**config.mk**
```make
export PLATFORM = sky130hd
export DESIGN_NAME = sram_access_arbiter
export DESIGN_NICKNAME = d
export VERILOG_FILES = /design/src/rtl/sram_access_arbiter.sv
export SDC_FILE = /design/constraint.sdc
export NUM_CORES = 1
export LEC_CHECK = 0
export ABC_CLOCK_PERIOD_IN_PS = 3400
export CAP_MARGIN = 25
export CORE_MARGIN = 2
export CORE_UTILIZATION = 40
export DETAILED_ROUTE_END_ITERATION = 12
export DONT_BUFFER_PORTS = 1
export GPL_ROUTABILITY_DRIVEN = 0
export PLACE_DENSITY_LB_ADDON = 0.15
export SETUP_SLACK_MARGIN = 0.02
export SLEW_MARGIN = 20
export SYNTH_ARGS = -nofsm -noshare
export SYNTH_HDL_FRONTEND = slang
export SYNTH_SLANG_ARGS = --single-unit
```
**constraint.sdc**
```tcl
create_clock -name Clock -period 3.4 [get_ports Clock]
set_clock_uncertainty 0.15 [all_clocks]
set_input_delay 0.68 -clock Clock [delete_from_list [all_inputs] [get_ports Clock]]
set_output_delay 0.68 -clock Clock [all_outputs]
set_load 0.01 [all_outputs]
```
**src/rtl/sram_access_arbiter.sv**
```systemverilog
// Arbitrates four requesters onto one SRAM controller with a req/grant handshake,
// bounded bursts, and read-return tagging so data reaches the requester that issued it.
module sram_access_arbiter #(
    parameter int unsigned READ_LATENCY = 2,
    parameter int unsigned MAX_BURST    = 256
) (
    input  logic             Clock,
    input  logic             Reset,
    input  logic [3:0]       Req,
    input  logic [3:0][17:0] Req_address,
    input  logic [3:0][15:0] Req_write_data,
    input  logic [3:0]       Req_we_n,
    output logic [3:0]       Grant,
    output logic [3:0]       Rd_valid,
    output logic [17:0]      SRAM_address,
    output logic [15:0]      SRAM_write_data,
    output logic             SRAM_we_n,
    output logic             Busy,
    output logic [1:0]       Owner
);

    localparam int unsigned BurstW = $clog2(MAX_BURST);
    localparam int unsigned DrainW = (READ_LATENCY > 1) ? $clog2(READ_LATENCY) : 1;
    localparam logic [BurstW-1:0] BurstLast = BurstW'(MAX_BURST - 1);
    localparam logic [DrainW-1:0] DrainLast = DrainW'(READ_LATENCY - 1);

    typedef enum logic [1:0] {StIdle, StOwn, StDrain} state_e;

    state_e              state_q, state_d;
    logic [1:0]          owner_q, owner_d;
    logic                rr_q, rr_d;
    logic [BurstW-1:0]   burst_q, burst_d;
    logic [DrainW-1:0]   drain_q, drain_d;
    logic [17:0]         addr_q;
    logic [15:0]         wdata_q;

    logic [READ_LATENCY-1:0]      tag_vld_q;
    logic [READ_LATENCY-1:0][1:0] tag_own_q;

    logic [3:0] owner_oh;
    logic       owner_req;
    logic       others_req;
    logic       access;
    logic       push;
    logic [1:0] start;
    logic [1:0] idx;
    logic [1:0] winner;
    logic       found;

    assign owner_oh   = 4'b0001 << owner_q;
    assign owner_req  = Req[owner_q];
    assign others_req = |(Req & ~owner_oh);
    // An owned cycle with Req low is not an access: no bus drive, no read tag.
    assign access     = (state_q == StOwn) && owner_req;
    assign push       = access && Req_we_n[owner_q];

    // Search starts at 0 after reset/voluntary release, at Owner+1 after a burst expiry.
    always_comb begin
        start  = rr_q ? (owner_q + 2'd1) : 2'd0;
        winner = start;
        found  = 1'b0;
        idx    = 2'd0;
        for (int i = 0; i < 4; i++) begin
            idx = start + 2'(i);
            if (!found && Req[idx]) begin
                winner = idx;
                found  = 1'b1;
            end
        end
    end

    always_comb begin
        state_d = state_q;
        owner_d = owner_q;
        rr_d    = rr_q;
        burst_d = burst_q;
        drain_d = drain_q;
        unique case (state_q)
            StIdle: begin
                if (|Req) begin
                    owner_d = winner;
                    burst_d = '0;
                    state_d = StOwn;
                end
            end
            StOwn: begin
                if (!owner_req) begin
                    state_d = StDrain;
                    drain_d = '0;
                    burst_d = '0;
                    rr_d    = 1'b0;
                end else if (burst_q == BurstLast) begin
                    burst_d = '0;
                    if (others_req) begin
                        state_d = StDrain;
                        drain_d = '0;
                        rr_d    = 1'b1;
                    end
                end else begin
                    burst_d = burst_q + 1'b1;
                end
            end
            StDrain: begin
                if (drain_q == DrainLast) begin
                    state_d = StIdle;
                end else begin
                    drain_d = drain_q + 1'b1;
                end
            end
            default: state_d = StIdle;
        endcase
    end

    always_ff @(posedge Clock or posedge Reset) begin
        if (Reset) begin
            state_q <= StIdle;
            owner_q <= 2'd0;
            rr_q    <= 1'b0;
            burst_q <= '0;
            drain_q <= '0;
            addr_q  <= '0;
            wdata_q <= '0;
        end else begin
            state_q <= state_d;
            owner_q <= owner_d;
            rr_q    <= rr_d;
            burst_q <= burst_d;
            drain_q <= drain_d;
            if (access) begin
                addr_q  <= Req_address[owner_q];
                wdata_q <= Req_write_data[owner_q];
            end
        end
    end

    always_ff @(posedge Clock or posedge Reset) begin
        if (Reset) begin
            tag_vld_q <= '0;
            tag_own_q <= '0;
        end else begin
            tag_vld_q[0] <= push;
            tag_own_q[0] <= owner_q;
            for (int i = 1; i < READ_LATENCY; i++) begin
                tag_vld_q[i] <= tag_vld_q[i-1];
                tag_own_q[i] <= tag_own_q[i-1];
            end
        end
    end

    always_comb begin
        Grant           = (state_q == StOwn) ? owner_oh : 4'b0000;
        SRAM_address    = access ? Req_address[owner_q] : addr_q;
        SRAM_write_data = access ? Req_write_data[owner_q] : wdata_q;
        SRAM_we_n       = access ? Req_we_n[owner_q] : 1'b1;
        Rd_valid        = tag_vld_q[READ_LATENCY-1] ?
                          (4'b0001 << tag_own_q[READ_LATENCY-1]) : 4'b0000;
        Busy            = (state_q != StIdle);
        Owner           = owner_q;
    end

endmodule

```
==> results.toml, run 1 <==
[timing]
fin_crit_sh_pct = 89.4
hold_viol_final = 0
fin_ws_ps = 361
slew_viol_final = 0
fin_crit_ps = 3040
tightestPinTransition_ps = 773
setup_viol_count_final = 0
slew_headroom_pct = 48.4
rsz0062_at_grt = "false"
clock.fmax_mhz = 329
setup_tns_ps = 0

[yosys]
synthArstFlopShare_pct = 100
synth_top_area_share_pct = 39.1
synth_edf_count = 0
syn_nets = 497
seq_area_frac_synth_pct = 39.1
syn_inst = 342
ys.flop_type = "dfrtp_1"
ys_warn_count = 0
synth-seq-cells = 54
synth_cell_type_count = 44
avgSynthCellArea_um2 = 10.1
yosys.area.top_type = "dfrtp_1"
netlist_area_mm2 = 0.00346
post_synth_main_area_contributors = "dfrtp_1, mux4_2, nand2_1, ha_1, o21ai_0"

[setup_path]
cp.arrival_ps = 2210
worst_ep_required_time_ps = 2570
endpoint_kind = "output pin"
r2r_end = "Owner[0]"
crit_family = "simple AND/OR/NAND/NOR gates"
crit_top_cell = "nand2_1"
start_kind = "flop"
crit_path_cell_trace = "buf_4, mux4_2, and2_4, nand2_1, nand2_1"
reg2reg_slack_ps = 560
crit_fanout = 45
path_class = "reg2out"
r2r_cells = 8
cp.depth = 5
crit_buf_inv = 1
critical_path.slowest_cell = "and2_4"
slowest_delay_ps = 480
setup.worst_path.start = "Owner[1]"
timing.rr.start = "Owner[0]"
endpoint = "SRAM_address[3]"

[drt]
route.met3.wl_um = 780
ant_nets = 0
via_per_inst = 5.78
dr.first_iter.drc_count = 129
wl_met1_mm = 3.61
wl_met2_mm = 4.33
wirelength_mm = 8.78
wl_per_cell_um = 20.0
vias = 2538
drc = 0
dr.pass1.iters = 6
maxUsedRoutingLayer = "met5"

[grt]
track_usage_pct = 18.4
grt_max_degree = 46
gr-total-overflow = 0
grt_pass1_wl_mm = 14.0
antenna_found_initial = 2
grt_pass1_vias = 2573

[clock_network]
htreeDepth = 2
clock_latency_ps = 300
clock-root-buffer = "clkbuf_8"
post-cts-setup-buffers = 0
cts_resized = 0
cts_buffers = 5
clk_pin_slew_ps = 100
cts_buffer_depth = 2
cts.sinks = 54
ctsHoldBuffers = 0
cts_tree = "done"

[placed_design]
dp_slack_ps = 585
place_hpwl_mm = 6.71
io_buffers = 0
dp.cells = 430
dpl-instance-area_mm2 = 0.00352

[floorplan]
core_mm2 = 0.00830
die_width_um = 97.0
row_count = 33
dieArea_mm2 = 0.00941
fp.dieH_um = 97.0
io_pins = 192
start_util_pct = 41.7

[final_layout]
fillers = 765
syn_to_final_growth_pct = 4.59
finalNetCount = 487
drive_gt1_share_pct = 17.1
stdcell_count = 439
fin_area_mm2 = 0.00362

[power_and_ir_drop]
power_frac_seq_pct = 32.0
p_switching_mw = 1.42
finalPower_mw = 3.16
p_comb_share_pct = 56.1
power_density_mw_per_mm2 = 875
ir_drop_uv = 351
leakage_nw = 1.62
switching_share_pct = 44.8
internal_power_mw = 1.75
p_clk_share_pct = 11.9

[hold_path]
hold_class = "reg2reg"

[status]
status = "complete, no violations"

[run]
maxCapViolCount = 0
[synthesized netlist by cell type (3+ instances only)]
library cell	count
buf_6	3
buf_2	7
a211oi_1	3
a21oi_1	3
nand2b_1	5
nand4_1	4
o21ai_0	15
and2_1	3
ha_1	9
nor2b_1	3
nand2_1	118
dfrtp_1	54
inv_1	13
nor2_1	11
mux4_2	36
clkbuf_1	13
and3_1	8
[cell type report]
| type | instances | area [µm²] | share of cell area (%) |
|---|---|---|---|
| multi-input cells | 251 | 1930 | 53.4 |
| flip-flops and latches | 54 | 1350 | 37.4 |
| well taps | 105 | 131 | 3.63 |
| clock buffers | 6 | 82.6 | 2.28 |
| repair buffers | 7 | 52.6 | 1.45 |
| inverters | 13 | 48.8 | 1.35 |
| clock inverters | 2 | 12.5 | 0.346 |
| diodes | 1 | 2.50 | 0.0692 |
[worst min path at each step]
stage / startpoint / endpoint / slack, ps / cells after the start
4_1_cts: tag_own_q[0] / tag_own_q[2] / 210 / 0
3_5_place_dp: tag_own_q[0] / tag_own_q[2] / 180 / 0
6_report: tag_own_q[0] / tag_own_q[2] / 210 / 0
5_1_grt: tag_own_q[1] / tag_own_q[3] / 220 / 0
3_3_place_gp: tag_own_q[1] / tag_own_q[3] / 180 / 0
2_1_floorplan: tag_own_q[0] / tag_own_q[2] / 180 / 0
[power groups by stage]
stage	Clock (mW)	Combinational [mW]	Sequential, mW
after floorplan	0	1.50	0.990
after global placement	0	1.79	1.02
after detailed placement	0	1.81	1.03
after CTS	0.393	1.81	1.01
after global routing	0.413	1.99	1.05
final	0.377	1.78	1.01
[registers in the layout, indices dropped and copies added, names as in the netlist]
register / cells
Owner: 2
addr_q: 18
drain_q: 1
state_q: 2
rr_q: 1
burst_q: 8
tag_own_q: 4
tag_vld_q: 2
wdata_q: 16
[stage by stage]
stage	util, %	hold WS [ps]
global placement	42.4	184
floorplan	-	181
global route	43.6	220
finish	43.6	208
detailed placement	42.4	185
CTS	43.6	209
[layer usage]
layer | GRT usage (%) | vias up
li1 | - | 1185
met1 | 23.7 | 1226
met2 | 30.7 | 121
met3 | 6.14 | 4
met4 | 3.58 | 2
met5 | 0 | -
[layout by cell type (no fill, tap or decap), types with 2 or more instances in the layout]
master | synthesis | layout
nand2b_1 | 5 | 5
o2111ai_1 | 2 | 2
dfrtp_2 | 0 | 2
ha_1 | 9 | 9
a21oi_1 | 3 | 3
xnor2_1 | 2 | 2
nor2_1 | 11 | 11
and3_1 | 8 | 8
nand3b_1 | 2 | 2
mux2_1 | 2 | 2
mux4_2 | 36 | 36
nand3_1 | 2 | 2
dfrtp_1 | 54 | 52
clkbuf_8 | 0 | 6
o21ai_1 | 2 | 2
and2_1 | 3 | 3
inv_1 | 13 | 12
buf_4 | 1 | 7
nor2b_1 | 3 | 3
nand2_1 | 118 | 118
o21ai_0 | 15 | 15
a221o_1 | 2 | 2
a211oi_1 | 3 | 3
nand4_1 | 4 | 4
[logic make-up after synthesis]
logic type | synth area share [%]
AO/OA/AOI/OAI | 7.20
XOR/XNOR | 0.507
flip-flops | 39.1
buffers and inverters | 5.03
multiplexers | 24.7
AND/OR/NAND/NOR | 20.2
adder cells (fa/ha/maj) | 3.26
No activity file was read; power rests on OpenSTA's default activity.
==> inputs of run 2 (changes only) <==
RECOVER_POWER = 100   (was unset)
==> results.toml, run 2 (same netlist as run 1, synthesis figures left out) <==
[clock_network]
clk_pin_slew_ps = 100
cts.sinks = 54
post-cts-setup-buffers = 0
cts_resized = 0
clock_latency_ps = 300
cts_buffer_depth = 2
cts_buffers = 5
clock-root-buffer = "clkbuf_8"
htreeDepth = 2
cts_tree = "done"
ctsHoldBuffers = 0

[grt]
gr-total-overflow = 0
grt_max_degree = 46
antenna_found_initial = 2
track_usage_pct = 18.4
grt_pass1_wl_mm = 14.0
grt_pass1_vias = 2573

[setup_path]
critical_path.slowest_cell = "and2_4"
path_class = "reg2out"
crit_fanout = 45
worst_ep_required_time_ps = 2570
endpoint_kind = "output pin"
slowest_delay_ps = 470
r2r_cells = 8
r2r_end = "Owner[0]"
start_kind = "flop"
reg2reg_slack_ps = 570
cp.arrival_ps = 2200
timing.rr.start = "Owner[0]"
crit_path_cell_trace = "buf_4, mux4_2, and2_4, nand2_1, nand2_1"
crit_top_cell = "nand2_1"

[timing]
tightestPinTransition_ps = 1390
slew_viol_final = 0
slew_headroom_pct = 7.19
setup_viol_count_final = 0
fin_crit_sh_pct = 89.0
fin_crit_ps = 3030
clock.fmax_mhz = 331
setup_tns_ps = 0
hold_viol_final = 0
rsz0062_at_grt = "false"
fin_ws_ps = 374

[power_and_ir_drop]
leakage_nw = 1.61
power_density_mw_per_mm2 = 874
ir_drop_uv = 342

[drt]
ant_nets = 0
wl_per_cell_um = 20.0
dr.pass1.iters = 4
wirelength_mm = 8.78
vias = 2538
drc = 0
dr.first_iter.drc_count = 137
via_per_inst = 5.78

[placed_design]
dp_slack_ps = 585
io_buffers = 0
place_hpwl_mm = 6.71

[final_layout]
largestRegisters = "addr_q x18, wdata_q x16, burst_q x8"
largest_register_ffs = 18
finalNetCount = 487
utilization_pct = 43.4
drive_gt1_share_pct = 15.9
syn_to_final_growth_pct = 4.27
final_cell_mix = "nand2_1, dfrtp_1, mux4_2, o21ai_0, inv_1"
layout_commonest_cell = "nand2_1"
top_register = "addr_q"

[floorplan]
dieArea_mm2 = 0.00941
start_util_pct = 41.7
core_mm2 = 0.00830
io_pins = 192
die_width_um = 97.0
fp.dieH_um = 97.0
row_count = 33

[run]
maxCapViolCount = 0

[hold_path]
worstHoldEndpoint = "tag_own_q[2]"
holdPathStages = 0
hold_class = "reg2reg"
hold_start = "tag_own_q[0]"

[status]
status = "complete, no violations"
[run 2: cell count changes in the layout (fill, tap and decap cells not counted), moves of 2 or more]
cell | before | now
o21ai_0 | 15 | 17
buf_4 | 7 | 5
o21ai_1 | 2 | 0
and2_1 | 3 | 1
clkbuf_1 | 0 | 2
and2_0 | 0 | 2
[run 2: area by class of cell]
type,instances,area [µm²]
fillers,766,4690
multi-input cells,251,1930
flip-flops and latches,54,1350
well taps,105,131
clock buffers,6,82.6
inverters,13,48.8
repair buffers,7,45.0
clock inverters,2,12.5
diodes,1,2.50
[run 2: layer usage]
metal	track usage, %	share of wire, %	up-vias
li1	-	-	1185
met1	23.7	41	1225
met2	30.7	49	122
met3	6.14	9.0	4
met4	3.58	0.58	2
met5	0	0.15	-
[run 2: worst max path at each step]
stage,startpoint,to,slack [ps],cells past startpoint
floorplan,Owner[1],Owner[0],240,11
global placement,Owner[0],Owner[0],650,8
detailed placement,Owner[0],Owner[0],580,8
CTS,Owner[0],SRAM_address[14],340,4
global route,Owner[1],SRAM_address[9],210,5
finish,Owner[1],SRAM_address[3],370,5
[run 2: metrics by stage]
stage               cell area, µm²  hold WS, ps  power, mW  std cells
floorplan                     3460          181       2.49        342
global placement              3520          184       2.81        430
detailed placement            3520          185       2.83        430
CTS                           3610          209       3.22        438
global route                  3610          220       3.44        439
finish                        3610          208       3.15        439
[run 2: where the power goes]
group | switching [mW] | leakage (nW) | internal, mW
Clock | 0.212 | 0.0472 | 0.164
Sequential | 0.113 | 0.686 | 0.899
Combinational | 1.09 | 0.878 | 0.677
[run 2: worst max-delay path: cells and delay by family, from the launching register on]
kind / cells / cell delay, ps
simple gates: 3 / 750
flops: 1 / 390
mux: 1 / 340
buf+inv: 1 / 370
